[config.mk]
export PLATFORM = sky130hd
export DESIGN_NAME = voice_scheduler
export DESIGN_NICKNAME = d
export VERILOG_FILES = /design/src/rtl/voice_scheduler.sv
export SDC_FILE = /design/constraint.sdc
export NUM_CORES = 1
export LEC_CHECK = 0
export ABC_AREA = 1
export CAP_MARGIN = 20
export CORE_MARGIN = 2
export CORE_UTILIZATION = 57
export DETAILED_ROUTE_END_ITERATION = 10
export PLACE_DENSITY = 0.82
export SYNTH_ARGS = -nofsm -noshare
export SYNTH_HDL_FRONTEND = slang
export SYNTH_SLANG_ARGS = --single-unit
[constraint.sdc]
create_clock -name clk -period 4.7 [get_ports clk]
set_input_delay 0.47 -clock clk [delete_from_list [all_inputs] [get_ports clk]]
set_output_delay 0.47 -clock clk [all_outputs]
set_load 0.1 [all_outputs]
[src/rtl/voice_scheduler.sv]
// Four-voice note scheduler: allocates voices to note events and fetches the
// wavetable for a voice only when its cached program differs from the request.
module voice_scheduler #(
  parameter int LOAD_TIMEOUT = 4095
) (
  input  logic        clk,
  input  logic        rst,
  input  logic        ev_valid,
  output logic        ev_ready,
  input  logic        ev_on,
  input  logic [6:0]  ev_note,
  input  logic [6:0]  ev_program,
  output logic        wtb_load,
  output logic [4:0]  wtb_num,
  output logic [1:0]  voice_num,
  input  logic        wtb_load_done,
  input  logic [4:0]  wtb_load_num,
  output logic [3:0]  voice_gate,
  output logic [27:0] voice_note,
  output logic        load_err
);

  typedef enum logic [2:0] {IDLE, ALLOC, LOAD_REQ, LOAD_WAIT, COMMIT} state_t;

  localparam logic [11:0] TMO_LAST = 12'(LOAD_TIMEOUT - 1);

  state_t      state, state_nxt;
  logic [6:0]  note_q;
  logic [4:0]  prog_q;
  logic [3:0]  loaded_valid;
  logic [4:0]  loaded_wtb [4];
  logic [1:0]  steal_ptr;
  logic [11:0] tmo_cnt;

  logic        accept, done_ok, tmo_hit;
  logic        off_hit, rtg_hit, free_hit, alloc_steal, cache_hit;
  logic [1:0]  off_v, rtg_v, free_v, alloc_v;

  assign accept  = ev_valid && ev_ready;
  assign done_ok = (state == LOAD_WAIT) && wtb_load_done && (wtb_load_num == wtb_num);
  assign tmo_hit = (tmo_cnt == TMO_LAST);

  // Descending scans so the lowest matching voice wins.
  always_comb begin
    off_hit  = 1'b0;
    off_v    = 2'd0;
    rtg_hit  = 1'b0;
    rtg_v    = 2'd0;
    free_hit = 1'b0;
    free_v   = 2'd0;
    for (int v = 3; v >= 0; v--) begin
      if (voice_gate[v] && (voice_note[7*v +: 7] == ev_note)) begin
        off_hit = 1'b1;
        off_v   = 2'(v);
      end
      if (voice_gate[v] && (voice_note[7*v +: 7] == note_q)) begin
        rtg_hit = 1'b1;
        rtg_v   = 2'(v);
      end
      if (!voice_gate[v]) begin
        free_hit = 1'b1;
        free_v   = 2'(v);
      end
    end
    alloc_steal = !rtg_hit && !free_hit;
    alloc_v     = rtg_hit ? rtg_v : (free_hit ? free_v : steal_ptr);
    cache_hit   = loaded_valid[alloc_v] && (loaded_wtb[alloc_v] == prog_q);
  end

  always_ff @(posedge clk) begin
    if (rst) state <= IDLE;
    else     state <= state_nxt;
  end

  always_comb begin
    state_nxt = state;
    case (state)
      IDLE:      if (accept && ev_on) state_nxt = ALLOC;
      ALLOC:     state_nxt = cache_hit ? COMMIT : LOAD_REQ;
      LOAD_REQ:  state_nxt = LOAD_WAIT;
      LOAD_WAIT: begin
        if (done_ok)      state_nxt = COMMIT;
        else if (tmo_hit) state_nxt = IDLE;
      end
      COMMIT:    state_nxt = IDLE;
      default:   state_nxt = IDLE;
    endcase
  end

  // Handshake is withheld during reset so nothing is taken while rst is high.
  always_comb begin
    ev_ready = (state == IDLE) && !rst;
    wtb_load = (state == LOAD_REQ);
  end

  always_ff @(posedge clk) begin
    if (rst) begin
      voice_gate   <= '0;
      voice_note   <= '0;
      loaded_valid <= '0;
      for (int v = 0; v < 4; v++) loaded_wtb[v] <= '0;
      steal_ptr    <= '0;
      wtb_num      <= '0;
      voice_num    <= '0;
      tmo_cnt      <= '0;
      load_err     <= 1'b0;
    end else begin
      load_err <= 1'b0;
      case (state)
        IDLE: begin
          if (accept && ev_on) begin
            note_q <= ev_note;
            prog_q <= ev_program[4:0];
          end else if (accept && off_hit) begin
            voice_gate[off_v] <= 1'b0;
          end
        end
        ALLOC: begin
          voice_gate[alloc_v] <= 1'b0;
          voice_num           <= alloc_v;
          wtb_num             <= prog_q;
          if (alloc_steal) steal_ptr <= steal_ptr + 2'd1;
        end
        LOAD_REQ: begin
          loaded_valid[voice_num] <= 1'b0;
          tmo_cnt                 <= '0;
        end
        LOAD_WAIT: begin
          if (!done_ok) begin
            if (tmo_hit) load_err <= 1'b1;
            else         tmo_cnt  <= tmo_cnt + 12'd1;
          end
        end
        COMMIT: begin
          voice_note[7*voice_num +: 7] <= note_q;
          voice_gate[voice_num]        <= 1'b1;
          loaded_valid[voice_num]      <= 1'b1;
          loaded_wtb[voice_num]        <= wtb_num;
        end
        default: ;
      endcase
    end
  end

endmodule

* Word-level counts from Yosys, hierarchy flattened
Memory sizes are Yosys's and may differ from the RTL's. Cells that the tools add are included.
Word-level totals: register bits after elaboration 73, bits in latches 0, memory bits (writable) 20, bits in read-only memories 0, input port bits 24, output and inout port bits 42, memories kept 1
Memory list:
- loaded_wtb | depth 4, bits a word 5, rd ports 1, clocked after memory_dff 0, write ports 4, RTL line 31 | logic [4:0] loaded_wtb [4];
Operators by class: $add $sub $neg 3, $mul 1, divide/modulo/power cells 0, magnitude comparators 6, eq/ne operators 21, shift operators 2, multiplexer cells 56, bitwise gates (word level) 10, reductions and logical operators 33
Operators by type and width (number):
- $eq A7 B7 Y1 | 8
- $neg A5 Y34 | 1
- $shift A7 B34 Y28 const A | 1
- $shiftx A7 B34 Y28 | 1
- $mux W2 | 15
- $bwmux W28 | 1
- $mux W12 | 2
- $pmux W12 S2 | 1
- $mux W1 | 23
- $logic_and A1 B1 Y1 | 19
- $add A12 B1 Y12 const B | 1
- $and A4 B4 Y4 | 3
- $eq A12 B12 Y1 const B | 1
- $mux W3 | 4
- $not A4 Y4 | 3
- $pmux W3 S4 | 1
- $pmux W4 S3 | 1
- $eq A5 B5 Y1 | 2
- $lt A2 B3 Y1 const B | 3
- $reduce_and A3 Y1 | 3
- $mux W4 | 2
- $ne A2 B2 Y1 const B | 4
- $or A4 B4 Y4 | 2
- $pmux W4 S2 | 1
- other kinds (19) | 29

* Depth between registers and ports, before layout
word-level depth 15, depth in mapped cells 23, gate-level depth less buffers 21

* Worst setup path before layout
Ideal clock, no wire load.
path kind input to register, start input rst, end register voice_gate[3], setup time 0.062 ns, data arrival time 2.934 ns, required time 4.638 ns, slack 1.704 ns, cell stages on the path 7, path buffers 1, cell sequence clkbuf_1 nor2_1 and3_1 nor3_1 nand3_1 nand3_1 nand2_1
On the way: cells in the longest elaborated chain, start to end 6, elaborated cells on any way between the ends 8, those cells by class eq/ne: 2; reduce/logical: 6
RTL lines:
- from (decl) | RTL line 7 | input logic rst,
- $logic_not A1 Y1 * | RTL line 92 | ev_ready = (state == IDLE) && !rst;
- $logic_and A1 B1 Y1 * | RTL line 92
- named net ev_ready | RTL line 9 | output logic ev_ready,
- $logic_and A1 B1 Y1 * | RTL line 39 | assign accept = ev_valid && ev_ready;
- $logic_and A1 B1 Y1, on equally long branches | RTL line 114, 111
- $ne A2 B1 Y1 (no line) / $ne A2 B2 Y1 (equally long branches)
- $reduce_and A3 Y1 (no line) *
- to (signal, indexed assignment) | RTL line 115 | voice_gate[off_v] <= 1'b0;
- to (signal, indexed assignment) | RTL line 119 | voice_gate[alloc_v] <= 1'b0;
- to (signal, indexed assignment) | RTL line 136 | voice_gate[voice_num] <= 1'b1;
- to (decl) | RTL line 18 | output logic [3:0] voice_gate,
Mark *: on every way through the listed nets, which the timed path passes. The rest lies on a longest branch. A chain may end at the register's enable or synchronous reset.

* Final worst setup path
start input ev_note[5], end register voice_gate[3]
On the way: cells in the longest elaborated chain, start to end 15, elaborated cells on any way between the ends 29, those cells by class order compare: 2; eq/ne: 5; mux: 13; bitwise: 2; reduce/logical: 7
RTL lines:
- from (decl) | RTL line 11 | input logic [6:0] ev_note,
- $eq A7 B7 Y1 | RTL line 52 | if (voice_gate[v] && (voice_note[7*v +: 7] == ev_note)) begin
- $logic_and A1 B1 Y1 | RTL line 52
- $mux W2 (4 in series) | RTL line 52
- $lt A2 B3 Y1 (not written as such) / $ge A2 B1 Y1 (equally long branches) | RTL line 115
- $logic_and A1 B1 Y1 (not written as such) | RTL line 115
- $mux W1 (not written as such) | RTL line 115
- $demux W1 S2 | RTL line 115
- $not A4 Y4 (no line)
- $and A4 B4 Y4 (no line)
- $mux W4 | RTL line 114 | end else if (accept && off_hit) begin
- $mux W4 | RTL line 111 | if (accept && ev_on) begin
- $pmux W4 S3 | RTL line 109 | case (state)
Several ways; a longest one is shown, not always the timed one. The select of a mux whose other input is x is not followed.

==> flow_results.org <==
** Synthesis
- For this run, the leading register cell type out of synthesis is sky130_fd_sc_hd__dfxtp_1.
- Post-Synthesis Net Count :: 760
- Post-synth EDFFs :: 32
- In this run the biggest area consumer among cell types represents 23.39% of the synthesized area.
- Share of synthesized flip-flops with an asynchronous set or reset :: 0%
- The synthesized design spends more area on one cell type than any other, namely sky130_fd_sc_hd__dfxtp_1.
- Portion of the post-synthesis area used by sequential elements :: 41.79%
- During synthesis, Yosys emitted a total of 0 warnings.
- Number of synthesized register bits :: slightly above 90
- Number of instances in the synthesized netlist :: between 700 and 800
- Ranked by instance count, the synthesized netlist is headed by sky130_fd_sc_hd__nand2_1, sky130_fd_sc_hd__nor2_1, sky130_fd_sc_hd__inv_1, sky130_fd_sc_hd__dfxtp_1.
- Most common cell in the netlist :: sky130_fd_sc_hd__nand2_1
- Yosys attributes the largest share of cell area to sky130_fd_sc_hd__dfxtp_1, sky130_fd_sc_hd__edfxtp_1, sky130_fd_sc_hd__nand2_1.
- The average instance in the mapped netlist occupies roughly 7.2 sq um.
- In this run the cell area of the synthesized design comes to 5221 sq um.
- The synthesized netlist contains between 40 and 50 unique library cells.

** Clocking
- Hold-fix buffers, CTS :: 0
- Counting along the longest clock path gives a buffer depth of 2.
- The number of setup buffers added after CTS is 0.
- Clk root buf :: sky130_fd_sc_hd__clkbuf_8
- In this run the number of H-tree levels came out at 3.
- TritonCTS built the clock tree.
- Clock sinks :: 93
- Clk slew on worst S/H paths :: around 0.090 ns
- At the later pin of the worst-skew pair, clock insertion delay measures ~0.36 ns.
- CTS-repair resized insts :: 0
- The number of clock buffers added by TritonCTS is 9.

** Critical path
- STA classifies the critical path startpoint as a primary input.
- Data on the critical path is required at its endpoint by slightly below 5 ns.
- Largest fanout on the critical path :: 7
- The worst register-to-register path begins at note_q[6]$_DFFE_PP_.
- The critical path starts at ev_note[5].
- Category of the most critical setup path :: in2reg
- Data on the critical path arrives at its endpoint at 3.30 ns.
- STA classifies the critical path endpoint as a flop.

** Floorplan
- X dimension of the die :: about 100 um
- After floorplanning, the core was sized to cover approximately 8800 sq um.
- Overall die area :: approximately 9900 sq um
- Standard-cell row count :: 34
- Starting Density :: 59.29%
- Num ports :: 66
- Die H :: approximately 100 um

** Final layout
- Area occupied by multi-input gates :: around 2600 sq um
- Layout cells sized above 1 :: ~6.1%
- The sequential cells in the finished layout cover a total of 2182 sq um.
- Layout overhead on the synthesized area :: 16.37%
- For this run, the post-layout net count is ~810.
- The filler cells instantiated in the layout total 768.
- 0 antenna diodes ended up in the layout.
- Post-route non-filler standard cell count :: 893

** Placed design
- Buffers on Ports :: 63
- Detailed placement ended at an HPWL of roughly 12000 um.
- After detailed placement, the design holds a cell count of between 800 and 900.
- Routability-driven placement finished with a final weighted congestion of 0.9654.

** Timing
- For the final routed database, the setup TNS stands at 0 ns.
- Setup repair after global routing left no endpoint under its margin.
- The worst path uses about 65% of the clock period.
- Slew at the pin closest to its max-slew limit :: 1.000 ns
- For the final database, setup skew stands at ~0.011 ns.
- Setup violations remaining at the end of the flow were counted as 0.
- Subtracting the final worst setup slack from the clock period gives between 3 and 4 ns.
- Maximum achievable frequency :: roughly 330 MHz
- The final hold violation count is 0.
- Headroom to the max-slew limit came out at approximately a third.
- Number of pins exceeding their max-slew limit in the final report :: 0

** Hold path
- Type of the worst min-delay path :: reg2reg
- The worst hold path begins at tmo_cnt[11]$_SDFFE_PP0P_.

** Global route
- Global-route usage over all layers :: 32.57%
- First-pass GRT wire length :: about 25000 um
- The number of antenna violations at the first check in global routing is 0.
- Global routing finished with a remaining overflow of 0.
- The via count of the first global-routing pass is just over 5000.
- Entering global routing, the biggest net connects 33 pins.

** Power and ir drop
- Standby leakage power :: between 2 and 2.5 nW
- Int Pwr :: 1.335 mW
- Combinational logic is responsible for 39.1% of the overall power.
- Power spread over the standard cell area amounts to 400.4 nW/um^2.
- Clock network fraction of design power :: roughly 22%
- VDD sags by at most between 0.2 and 0.25 mV.
- Switching Share :: about 45%
- Power dissipated by switching net loads :: around 1.1 mW
- In this run, flip-flops and latches consume around two fifths of the power.

** Routing
- Dividing the detail-routed via count by the number of cells gives ~6.
- Post-route ant nets :: 0
- Summing over every cut layer, the via total after detailed routing is approximately 5300.
- Number of detailed-routing iterations run before antenna repair :: 5
- Routed len/inst :: roughly 18 um
- Final WL :: 15810 um
- The first routing iteration left 384 violations.
- In the routed design, unresolved DRC markers number 0.

** Run
- Maximum capacitance violations :: 0

** Status
- The flow ran to the end, and the final reports show no timing, DRC or antenna violations.
==> final timing paths <==
| check | end | slack, ns | cells after the start |
|---|---|---|---|
| worst max-delay path | voice_gate[3]$_SDFFE_PP0P_ | 1.65 | 12 |
| worst min-delay path | tmo_cnt[11]$_SDFFE_PP0P_ | 0.47 | 1 |
| worst max register to register | state[1]$_SDFFE_PP0P_ | 1.69 | 21 |
| worst min register to register | tmo_cnt[11]$_SDFFE_PP0P_ | 0.47 | 1 |
==> per-stage QoR <==
step	hold WS, ns	power, mW	worst slack (ns)	instance area (sq um)	utilization (%)
final	0.4677	2.433	1.652	6076	69.00
after global routing	0.4940	2.536	1.398	6076	69.00
after CTS	0.4684	2.409	1.707	6076	69.00
after floorplan	0.4228	1.600	1.704	5221	-
after detailed placement	0.4568	1.896	1.427	5892	66.91
after global placement	0.4387	1.875	1.438	5892	66.91
==> layout by cell type (no fill, tap or decap), drive strengths merged <==
cell,Yosys,routed
a211oi,23,23
a21boi,1,1
a21oi,35,35
a221oi,3,3
a31oi,16,16
a32o,3,3
and3,2,2
buf,11,4
clkbuf,13,11
clkdlybuf4s50,0,63
clkinv,2,4
dfxtp,61,61
edfxtp,32,32
ha,10,10
inv,86,89
nand2,208,208
nand3,39,39
nand3b,1,1
nand4,8,8
nor2,92,92
nor3,7,7
nor3b,1,1
nor4,6,6
nor4b,1,1
o2111a,1,1
o2111ai,2,2
o21ai,43,43
o221ai,3,3
o22ai,3,3
o31ai,3,3
or2,3,3
or3,1,1
xnor2,4,4
xor2,2,2
==> layout make-up <==
class | count | share of cell area, %
clock buffer | 11 | 2.512
clock inverter | 5 | 0.5148
inverter | 88 | 5.437
multi-input combinational | 521 | 42.52
sequential | 93 | 35.91
tap | 108 | 2.224
timing repair buffer | 67 | 10.87
==> state kept, by name, indices dropped and copies added, names as in the netlist, named ones only <==
signal      cells
tmo_cnt        12
voice_gate      4
voice_num       2
state           3
note_q          7
wtb_num         5
loaded_wtb     20
voice_note     28
prog_q          5
steal_ptr       2
load_err        1
==> layer usage <==
| layer | part of all wire, % | wire [um] | global-route usage (%) | vias up |
|---|---|---|---|---|
| met5 | 0 | 0 | 0 | - |
| met3 | 7.3 | 1153 | 4.427 | 38 |
| li1 | - | - | - | 2524 |
| met1 | 44 | 6892 | 45.29 | 2478 |
| met2 | 46 | 7315 | 51.82 | 246 |
| met4 | 2.8 | 449 | 12.43 | 0 |
==> worst max-delay path, cell delays in order <==
cell and delay [ns]:
sky130_fd_sc_hd__clkdlybuf4s50_1 0.72, sky130_fd_sc_hd__inv_1 0.17, sky130_fd_sc_hd__nand2_1 0.10, sky130_fd_sc_hd__nand4_1 0.10, sky130_fd_sc_hd__nor4_1 0.73, sky130_fd_sc_hd__nor2_1 0.08, sky130_fd_sc_hd__nand2_1 0.13, sky130_fd_sc_hd__a31oi_1 0.08
sky130_fd_sc_hd__nor3_1 0.43, sky130_fd_sc_hd__nand3_1 0.13, sky130_fd_sc_hd__nand3_1 0.10, sky130_fd_sc_hd__nand2_1 0.07
==> power by group through the flow <==
| stage | clock network (mW) | logic [mW] | registers, mW |
|---|---|---|---|
| finish | 0.529 | 0.951 | 0.953 |
| global route | 0.555 | 1.02 | 0.960 |
| CTS | 0.525 | 0.934 | 0.950 |
| detailed placement | 0 | 0.929 | 0.967 |
| global placement | 0 | 0.911 | 0.964 |
| floorplan | 0 | 0.462 | 1.14 |
==> logic make-up after synthesis <==
kind of cell	after synthesis	synth area share (%)
xor gates and xnor gates	6	1.006
adders and majority gates	10	2.396
DFF	93	41.79
and+or+nand+nor	369	29.88
buffers and inverters	112	8.723
AOI/OAI and AO/OA	136	16.20
(Power assumes the default switching activity.)
